`src/rtl/mips_isa_pkg.sv`:
```
// MIPS ISA field widths and opcodes, plus the loader FSM state type.
// Shared between the main control decoder and the instruction encoder/loader.
package mips_isa_pkg;

  localparam int unsigned INSTR_W  = 32;
  localparam int unsigned OPCODE_W = 6;
  localparam int unsigned REG_W    = 5;
  localparam int unsigned SHAMT_W  = 5;
  localparam int unsigned FUNCT_W  = 6;
  localparam int unsigned IMM_W    = 16;

  localparam logic [OPCODE_W-1:0] OP_RTYPE = 6'h00;
  localparam logic [OPCODE_W-1:0] OP_ADDI  = 6'h08;
  localparam logic [OPCODE_W-1:0] OP_LW    = 6'h23;
  localparam logic [OPCODE_W-1:0] OP_SW    = 6'h2B;
  localparam logic [OPCODE_W-1:0] OP_LH    = 6'h21;
  localparam logic [OPCODE_W-1:0] OP_LHU   = 6'h25;
  localparam logic [OPCODE_W-1:0] OP_BEQ   = 6'h04;

  typedef enum logic [1:0] {IDLE, LOAD, DONE} loader_state_t;

  function automatic logic is_legal_op(input logic [OPCODE_W-1:0] op);
    unique case (op)
      OP_RTYPE, OP_ADDI, OP_LW, OP_SW, OP_LH, OP_LHU, OP_BEQ: is_legal_op = 1'b1;
      default:                                                is_legal_op = 1'b0;
    endcase
  endfunction

endpackage

```
`src/rtl/instr_field_packer.sv`:
```
// Combinational packer: decoded MIPS fields -> 32-bit instruction word plus legal flag.
// Opcode 0 packs R-type; any other opcode packs I-type.
module instr_field_packer
  import mips_isa_pkg::*;
(
  input  logic [OPCODE_W-1:0] i_opcode,
  input  logic [REG_W-1:0]    i_rs,
  input  logic [REG_W-1:0]    i_rt,
  input  logic [REG_W-1:0]    i_rd,
  input  logic [SHAMT_W-1:0]  i_shamt,
  input  logic [FUNCT_W-1:0]  i_funct,
  input  logic [IMM_W-1:0]    i_imm,
  output logic [INSTR_W-1:0]  o_word,
  output logic                o_legal
);

  always_comb begin
    o_word  = '0;
    o_legal = is_legal_op(i_opcode);
    if (i_opcode == OP_RTYPE) begin
      o_word = {i_opcode, i_rs, i_rt, i_rd, i_shamt, i_funct};
    end else begin
      o_word = {i_opcode, i_rs, i_rt, i_imm};
    end
  end

endmodule

```
`src/rtl/instr_encoder_loader.sv`:
```
// Streams packed MIPS instructions into imem at sequential (wrapping) addresses.
// Optional feature macro: ILLEGAL_CHECK_EN (drop unsupported opcodes, flag err_illegal).
module instr_encoder_loader
  import mips_isa_pkg::*;
#(
  parameter int unsigned ADDR_W    = 8,
  parameter int unsigned BASE_ADDR = 0,
  parameter int unsigned DEPTH     = 256
) (
  input  logic                i_clk,
  input  logic                i_rst,
  input  logic                i_start,
  input  logic                i_in_valid,
  output logic                o_in_ready,
  input  logic [OPCODE_W-1:0] i_in_opcode,
  input  logic [REG_W-1:0]    i_in_rs,
  input  logic [REG_W-1:0]    i_in_rt,
  input  logic [REG_W-1:0]    i_in_rd,
  input  logic [SHAMT_W-1:0]  i_in_shamt,
  input  logic [FUNCT_W-1:0]  i_in_funct,
  input  logic [IMM_W-1:0]    i_in_imm,
  input  logic                i_in_last,
  output logic                o_imem_we,
  output logic [ADDR_W-1:0]   o_imem_addr,
  output logic [INSTR_W-1:0]  o_imem_wdata,
  output logic                o_busy,
  output logic                o_done,
  output logic                o_overflow,
  output logic [ADDR_W:0]     o_word_count,
  output logic                o_err_illegal
);

`ifdef ILLEGAL_CHECK_EN
  localparam bit CheckEn = 1'b1;
`else
  localparam bit CheckEn = 1'b0;
`endif

  localparam logic [ADDR_W-1:0] BaseAddr = ADDR_W'(BASE_ADDR);
  localparam logic [ADDR_W:0]   DepthM1  = (ADDR_W + 1)'(DEPTH - 1);

  loader_state_t        r_state, w_state_next;
  logic [ADDR_W-1:0]    r_ptr, r_addr;
  logic [INSTR_W-1:0]   r_wdata;
  logic [ADDR_W:0]      r_count;
  logic                 r_we, r_overflow, r_err;
  logic [INSTR_W-1:0]   w_word;
  logic                 w_legal, w_accept, w_write, w_illegal, w_full, w_start_ok;

  instr_field_packer u_packer (
    .i_opcode (i_in_opcode),
    .i_rs     (i_in_rs),
    .i_rt     (i_in_rt),
    .i_rd     (i_in_rd),
    .i_shamt  (i_in_shamt),
    .i_funct  (i_in_funct),
    .i_imm    (i_in_imm),
    .o_word   (w_word),
    .o_legal  (w_legal)
  );

  assign w_accept   = i_in_valid && (r_state == LOAD);
  // Without the check every accepted beat is written, whatever its opcode.
  assign w_write    = w_accept && (w_legal || !CheckEn);
  assign w_illegal  = CheckEn && w_accept && !w_legal;
  assign w_full     = w_write && (r_count == DepthM1);
  assign w_start_ok = i_start && (r_state != LOAD);

  always_ff @(posedge i_clk) begin
    if (i_rst) begin
      r_state <= IDLE;
    end else begin
      r_state <= w_state_next;
    end
  end

  always_comb begin
    w_state_next = r_state;
    unique case (r_state)
      IDLE:    if (i_start) w_state_next = LOAD;
      LOAD:    if ((w_accept && i_in_last) || w_full) w_state_next = DONE;
      DONE:    if (i_start) w_state_next = LOAD;
      default: w_state_next = IDLE;
    endcase
  end

  always_ff @(posedge i_clk) begin
    if (i_rst) begin
      r_we       <= 1'b0;
      r_addr     <= '0;
      r_wdata    <= '0;
      r_ptr      <= BaseAddr;
      r_count    <= '0;
      r_overflow <= 1'b0;
      r_err      <= 1'b0;
    end else begin
      r_we <= w_write;
      if (w_start_ok) begin
        r_ptr      <= BaseAddr;
        r_count    <= '0;
        r_overflow <= 1'b0;
        r_err      <= 1'b0;
      end
      if (w_write) begin
        r_addr  <= r_ptr;
        r_wdata <= w_word;
        r_ptr   <= r_ptr + ADDR_W'(1);
        r_count <= r_count + (ADDR_W + 1)'(1);
        if (w_full && !i_in_last) r_overflow <= 1'b1;
      end
      if (w_illegal) r_err <= 1'b1;
    end
  end

  assign o_in_ready    = (r_state == LOAD);
  assign o_busy        = (r_state == LOAD);
  assign o_done        = (r_state == DONE);
  assign o_imem_we     = r_we;
  assign o_imem_addr   = r_addr;
  assign o_imem_wdata  = r_wdata;
  assign o_word_count  = r_count;
  assign o_overflow    = r_overflow;
  assign o_err_illegal = r_err;

endmodule

```
`config.mk`:
```
export PLATFORM = sky130hd
export DESIGN_NAME = instr_encoder_loader
export DESIGN_NICKNAME = d
export VERILOG_FILES = /design/src/rtl/mips_isa_pkg.sv /design/src/rtl/instr_field_packer.sv /design/src/rtl/instr_encoder_loader.sv
export SDC_FILE = /design/constraint.sdc
export NUM_CORES = 1
export LEC_CHECK = 0
export ABC_CLOCK_PERIOD_IN_PS = 1600
export CORE_ASPECT_RATIO = 0.5
export CORE_MARGIN = 4
export CORE_UTILIZATION = 38
export CTS_CLUSTER_DIAMETER = 30
export DETAILED_ROUTE_END_ITERATION = 12
export PLACE_DENSITY = 0.76
export SYNTH_ARGS = -nofsm -noshare
export SYNTH_HDL_FRONTEND = slang
export SYNTH_SLANG_ARGS = --single-unit
```
`constraint.sdc`:
```
create_clock -name i_clk -period 1.6 [get_ports i_clk]
set_clock_uncertainty 0.15 [all_clocks]
set_input_delay 0.16 -clock i_clk [delete_from_list [all_inputs] [get_ports i_clk]]
set_output_delay 0.16 -clock i_clk [all_outputs]
set_load 0.03 [all_outputs]
```
==> results.md, run 1 <==
- Count of cell types in the netlist: 34
- Drt total wl: 7.834 mm
- Placed Instances: 508
- Pwr Density: 988.3 nW/um^2
- Maximum clock frequency: 0.6481 GHz
- CTS tree: yes
- Overall power: 4.077 mW
- Reg2Reg Capture Point: o_word_count[7]
- Final Max Tran Viols: 0
- Synth warnings: 0
- Final cycle utilization of the critical path: 96.43%
- Register area: 1236 sq um
- Vias: 2715
- DP Worst Slack: -0.3392 ns
- Detailed Route Iter0 Violations: 197
- Met1 global-route usage: 22.39%
- Cell Int Power: 3.114 mW
- Grt ovf: 0
- Clk pin slew, worst setup/hold paths: 0.05 ns
- Synthesized area: 2510 sq um
- Die width: 122.9 microns
- Status: finished, final reports clean
- Fillcell total: 521
- Nets: 491
- Hold Path End: o_imem_wdata[30]
- Most frequent cells in the layout: nand2_1 (56), dfxtp_1 (53), dlygate4sd2_1 (51)
- CORE AREA: 6231 sq um
- Post-layout min period: 1.543 ns
- Reg2Reg Depth: 5
- GR Util met3: 5.589%
- Area Overhead vs Synth: 64.36%
- # diodes: 0
- Share of layout cells above drive strength 1: 14.32%
- Largest net degree at the start of global routing: 29
- Min-delay worst type: primary input to flop
- DRT Pass-1 Iters: 4
- DP HPWL: 5.484 mm
- Area of the multi-input gates: 1230 sq um
- Net Sw Frac: 23.63%
- Fin. Hold Viols: 0
- Post-Synthesis Cells: 319
- Final WS setup: 0.05713 ns
- Comb pwr share: 13.5%
- Critical path peak fanout: 4
- Final core utilization: 66.20%
- Die footprint: 8048 sq um
- TritonCTS sink count: 61
- Finished Layout Cells: 528
- Critical Path Start Type: flop
- Initial antenna violation count: 0
- Asr flop ratio synth: 0%
- Skew-Pair Late Insertion Delay: 0.32 ns
- Routed Antenna Nets: 0
- Gpl congestion: 0.8451
- #FFs+latches synth: 61
- Vias/cell: 5.142
- Leakage: 1.727 nW
- FF-to-FF Start: o_word_count[0]
- I/O pin count: 108
- Clock Tree Root: clkbuf_16
- Crit. End Element: flop
- DRC viols: 0
- DR WL/cell: 14.84 microns
- CTS max path bufs: 2
- Post-synth EDFFs: 0
- H-tree depth: 3
- Cell Rows: 20
- Final Instance Area: 4125 sq um
- Clock share of power: 47.3%
- Net count of the mapped netlist: 375
- First-pass GRT wire length: 12.48 mm
- Ys flop type: dfxtp_1
- Worst R2R Setup Slack: 0.06 ns
- GRT Total Usage: 19.89%
- Vias in the first global route: 2561
- Switching Power: 0.9636 mW
- Syn Area/Cell: 7.868 sq um
- Worst Path Required: 1.71 ns
- Critical path type: flop to flop
- Port Buffer Count: 106
- M2 GR Usage: 34.74%
- Proportion of synthesized chip area in sequential cells: 48.65%
- Area after DPL: 3760 sq um
- CTS Buf Count: 9
- Final TNS setup: 0 ns
- Die Y: 65.47 microns
- Max_cap viols: 0
- Hold_ws: 0.01171 ns
- Most common cell after layout, fill and taps aside: nand2_1
- Power share of the sequential group: 39.2%
- Final setup vio count: 0
- Max IR drop VDD: 754.5 uV
- Starting Density: 40.28%
- CP arrival: 1.65 ns
- Hold Path Depth: 3
- Hold_sp: i_in_opcode[4]
- Top Usage Layer GRT: met2
-- synthesized netlist by cell type, types with 2 or more instances --
cell type | n | area share [%]
dfxtp_1 | 61 | 49
nand2_1 | 56 | 8.4
a21oi_1 | 40 | 8.0
nor2_1 | 37 | 5.5
nor3_1 | 34 | 6.8
nor4_1 | 16 | 4.0
clkbuf_1 | 12 | 1.8
buf_2 | 8 | 1.6
nand3_1 | 5 | 1.0
o21ai_0 | 5 | 1.0
nand3b_1 | 4 | 1.2
a211oi_1 | 3 | 0.90
buf_4 | 3 | 0.90
ha_1 | 3 | 1.5
inv_1 | 3 | 0.45
or3_1 | 3 | 0.75
a22oi_1 | 2 | 0.60
and3_1 | 2 | 0.50
and3b_1 | 2 | 0.70
buf_1 | 2 | 0.30
mux2_2 | 2 | 0.90
nand2b_1 | 2 | 0.50
nand4_1 | 2 | 0.50
o211ai_1 | 2 | 0.60
-- per-layer routing --
metal,share of wire [%],vias up
met5,0,-
met4,1.4,0
li1,-,1338
met2,54,72
met1,40,1292
met3,5.0,13
-- what timing repair did --
item	CTS	global route
setup endpoints to repair	56	27
setup buffers	0	4
hold buffers	0	0
pin swaps	0	5
gates resized for setup	54	21
-- sequential cells by signal (all words and copies together) (netlist names) --
signal / count
o_imem_wdata: 32
r_state: 2
r_ptr: 8
o_word_count: 9
o_imem_addr: 8
o_overflow: 1
o_imem_we: 1
-- power by group through the flow --
stage	logic (mW)	registers [mW]	clock network, mW
detailed placement	0.559	1.63	0
global placement	0.547	1.63	0
finish	0.552	1.60	1.93
floorplan	0.175	1.71	0
global route	0.589	1.60	2.03
CTS	0.533	1.59	1.96
-- logic make-up after synthesis --
kind of cell | share of synthesized area (%)
and+or+nand+nor | 31.66
DFF | 48.65
AOI/OAI and AO/OA | 11.66
buffers and inverters | 5.483
adders and majority gates | 1.496
muxes | 0.8972
other | 0.1494
-- critical path: stages, from the launching register on --
cell     delay (ns)
dfxtp_4        0.36
buf_4          0.12
and3_1         0.19
nand4_1        0.17
or3_1          0.35
a21oi_1        0.15
-- area by class of cell --
type                    count  share of cell area [%]
multi-input cells         229                   29.81
repair buffers            131                   30.06
clock buffers              15                   6.491
well taps                  88                   2.669
flip-flops and latches     61                   29.97
inverters                   3                  0.2730
clock inverters             1                  0.7279
-- how the worst max path moves through the flow --
stage	start	to	slack, ns
global placement	i_in_opcode[1]	o_imem_wdata[3]	-0.23
finish	o_word_count[0]	o_word_count[7]	0.06
global route	o_word_count[0]	o_word_count[8]	-0.01
detailed placement	i_in_opcode[1]	o_imem_wdata[6]	-0.34
CTS	o_word_count[0]	o_overflow	0.02
floorplan	o_word_count[0]	o_word_count[6]	0.02
Power figures use the tool's default switching activity.
==> run 2, diff against run 1 <==
--- a/config.mk
+++ b/config.mk
@@ -7,2 +7,3 @@
 export LEC_CHECK = 0
+export ABC_AREA = 1
 export ABC_CLOCK_PERIOD_IN_PS = 1600
@@ -10,6 +11,6 @@
 export CORE_MARGIN = 4
-export CORE_UTILIZATION = 38
+export CORE_UTILIZATION = 40
 export CTS_CLUSTER_DIAMETER = 30
 export DETAILED_ROUTE_END_ITERATION = 12
-export PLACE_DENSITY = 0.76
+export PLACE_DENSITY = 0.77
 export SYNTH_ARGS = -nofsm -noshare
--- a/constraint.sdc
+++ b/constraint.sdc
@@ -4,2 +4,2 @@
 set_output_delay 0.16 -clock i_clk [all_outputs]
-set_load 0.03 [all_outputs]
+set_load 0.1 [all_outputs]
==> results.md, run 2 <==
- Worst path cell trace: inv_4 -> nor2_4 -> buf_4 -> buf_12
- Cell family with most CP delay: flip-flops
- Vias in the first global route: 2821
- Area of the multi-input gates: 1396 sq um
- CP arrival: 1.18 ns
- Finished Layout Cells: 591
- CTS max path bufs: 2
- Max_cap viols: 0
- Largest net degree at the start of global routing: 48
- Nets: 550
- Asr flop ratio synth: 0%
- Count of cell types in the netlist: 31
- Skew-Pair Late Insertion Delay: 0.33 ns
- CTS tree: yes
- Post-layout min period: 1.492 ns
- Leakage: 2.071 nW
- Critical Path Start Type: flop
- Bufs and invs on worst path: 3
- Die Y: 67.63 microns
- Most common cell after layout, fill and taps aside: nand2_1
- # Post-CTS Setup Buffers: 0
- Net count of the mapped netlist: 439
- Final setup vio count: 0
- Syn Area/Cell: 7.426 sq um
- Max FFs per register: 32
- Max IR drop VDD: 592.3 uV
- Critical path peak fanout: 3
- DP HPWL: 5.790 mm
- Crit. End Element: output pin
- Die footprint: 8605 sq um
- Post-synth EDFFs: 0
- CTS Buf Count: 9
- Worst Path Required: 1.29 ns
- Critical Path Max Stage Delay: 0.38 ns
- #FFs+latches synth: 61
- DRC viols: 0
- Port Buffer Count: 106
- CORE AREA: 6779 sq um
- Final core utilization: 73.24%
- Post-synth top area share: 42.94%
- Share of layout cells above drive strength 1: 25.25%
- DR WL/cell: 14.15 microns
- Starting Density: 41.95%
- Gpl congestion: 0.7963
- Fillcell total: 474
- Post_cts resized: 0
- I/O pin count: 108
- H-tree depth: 3
- Min-delay worst type: primary input to flop
- FF-to-FF Start: o_word_count[0]
- Routed Antenna Nets: 0
- Leading area contributor after synthesis: dfxtp_1
- # diodes: 0
- Synth warnings: 0
- First-pass GRT wire length: 13.63 mm
- Most common cell in the netlist: nand2_1
- Fin. Hold Viols: 0
- Detailed Route Iter0 Violations: 221
- Critical path type: flop to output pin
- Proportion of synthesized chip area in sequential cells: 42.94%
- Critical Path Slowest Stage Cell: dfxtp_4
- Worst setup path startpoint: r_state[0]
- Pwr Density: 976.8 nW/um^2
- Die width: 127.2 microns
- Unrepaired setup endpoints after global routing: false
- Placed Instances: 575
- TritonCTS sink count: 61
- Final cycle utilization of the critical path: 93.26%
- Maximum clock frequency: 0.6702 GHz
- Most frequent cells in the layout: nand2_1 (86), buf_12 (58), clkdlybuf4s50_1 (52)
- Clk pin slew, worst setup/hold paths: 0.05 ns
- GRT Total Usage: 20.20%
- Area Overhead vs Synth: 74.57%
- Vias/cell: 4.898
- Ys flop type: dfxtp_1
- Cell Rows: 21
- Synthesized area: 2844 sq um
- Post-CTS Hold Fix Bufs: 0
- Initial antenna violation count: 0
- Clock Tree Root: clkbuf_16
- Hold_ws: 0.2702 ns
- Register area: 1249 sq um
- Hold_sp: i_in_rt[3]
- Status: finished, final reports clean
- Area contributors post-synth: dfxtp_1 (43%), nand2_1 (11%), nor2_1 (5.7%), o21a_1 (4.5%), nand3_1 (4.4%)
- DRT Pass-1 Iters: 4
- Post-synth top cells: nand2_1 (87), dfxtp_1 (61), nor2_1 (43), inv_1 (31), nand3_1 (25)
- Post-Synthesis Cells: 383
- Final Max Tran Viols: 0
- Grt ovf: 0
- Vias: 2895
- Drt total wl: 8.364 mm
- Overall power: 4.850 mW
-- run 2: cell count changes in the layout (fill, tap and decap cells not counted), moves of 12 or more --
| cell | before | now |
|---|---|---|
| nor2_2 | 1 | 13 |
| buf_12 | 4 | 58 |
| dlygate4sd2_1 | 51 | 0 |
| nor4_1 | 16 | 0 |
| a21oi_1 | 40 | 17 |
| nor3_1 | 31 | 2 |
| nand4_1 | 2 | 16 |
| inv_1 | 3 | 31 |
| nand3_1 | 4 | 25 |
| o21ai_0 | 5 | 22 |
| nand2_1 | 56 | 86 |
| o21a_1 | 0 | 17 |
-- run 2: path summary, 6_finish.rpt --
| check | slack [ns] | depth (start not counted) | endpoint |
|---|---|---|---|
| worst max register to register | 0.11 | 9 | r_state[0] |
| worst min-delay path | 0.27 | 3 | o_imem_wdata[19] |
| worst min register to register | 0.35 | 2 | o_imem_addr[4] |
| worst max-delay path | 0.11 | 4 | o_in_ready |
-- run 2: cell type report --
class                           count  area share, %
Timing Repair Buffer              122          35.69
Sequential cell                    61          25.15
Clock buffer                       14          5.948
Tap cell                           92          2.319
Inverter                           33          2.545
Clock inverter                      2         0.2268
Multi-Input combinational cell    267          28.13
-- run 2: per-layer routing --
| metal | vias to the layer above | wire (microns) | global-route usage (%) | part of all wire [%] |
|---|---|---|---|---|
| li1 | 1464 | - | - | - |
| met1 | 1338 | 3612 | 24.38 | 43 |
| met2 | 75 | 4092 | 33.75 | 49 |
| met3 | 18 | 455 | 6.398 | 5.4 |
| met4 | 0 | 202 | 8.824 | 2.4 |
| met5 | - | 0 | 0 | 0 |
-- run 2: worst reg2reg max path, delay by kind of cell (launching register included) --
family,cells,cell delay [ns]
flip-flops,1,0.35
AND/OR/NAND/NOR,5,0.41
AO/OA/AOI/OAI,2,0.11
adder cells (fa/ha/maj),2,0.35
-- run 2: cell families (layout without fill, tap and decap cells) --
logic type	count (synthesis)	in the layout	synth area share [%]
compound gates	67	67	13.77
buf+inv	55	171	9.238
fa+ha+maj	3	3	1.320
other cells	1	1	0.1319
simple gates	196	196	32.60
flops	61	61	42.94
-- run 2: metrics by stage --
stage               TNS [ns]  instance area, sq um  setup WS, ns
floorplan             -3.483                  2907       -0.1298
global placement           0                  4654       0.02017
detailed placement  -0.01636                  4654     -0.006449
CTS                        0                  4961      0.009953
global route               0                  4965      0.004870
finish                     0                  4965        0.1079
-- run 2: where the power goes --
part / internal [mW] / total [mW] / switching (mW)
clock: 1.27 / 1.94 / 0.669
combinational: 0.488 / 1.26 / 0.769
sequential: 1.58 / 1.66 / 0.0742
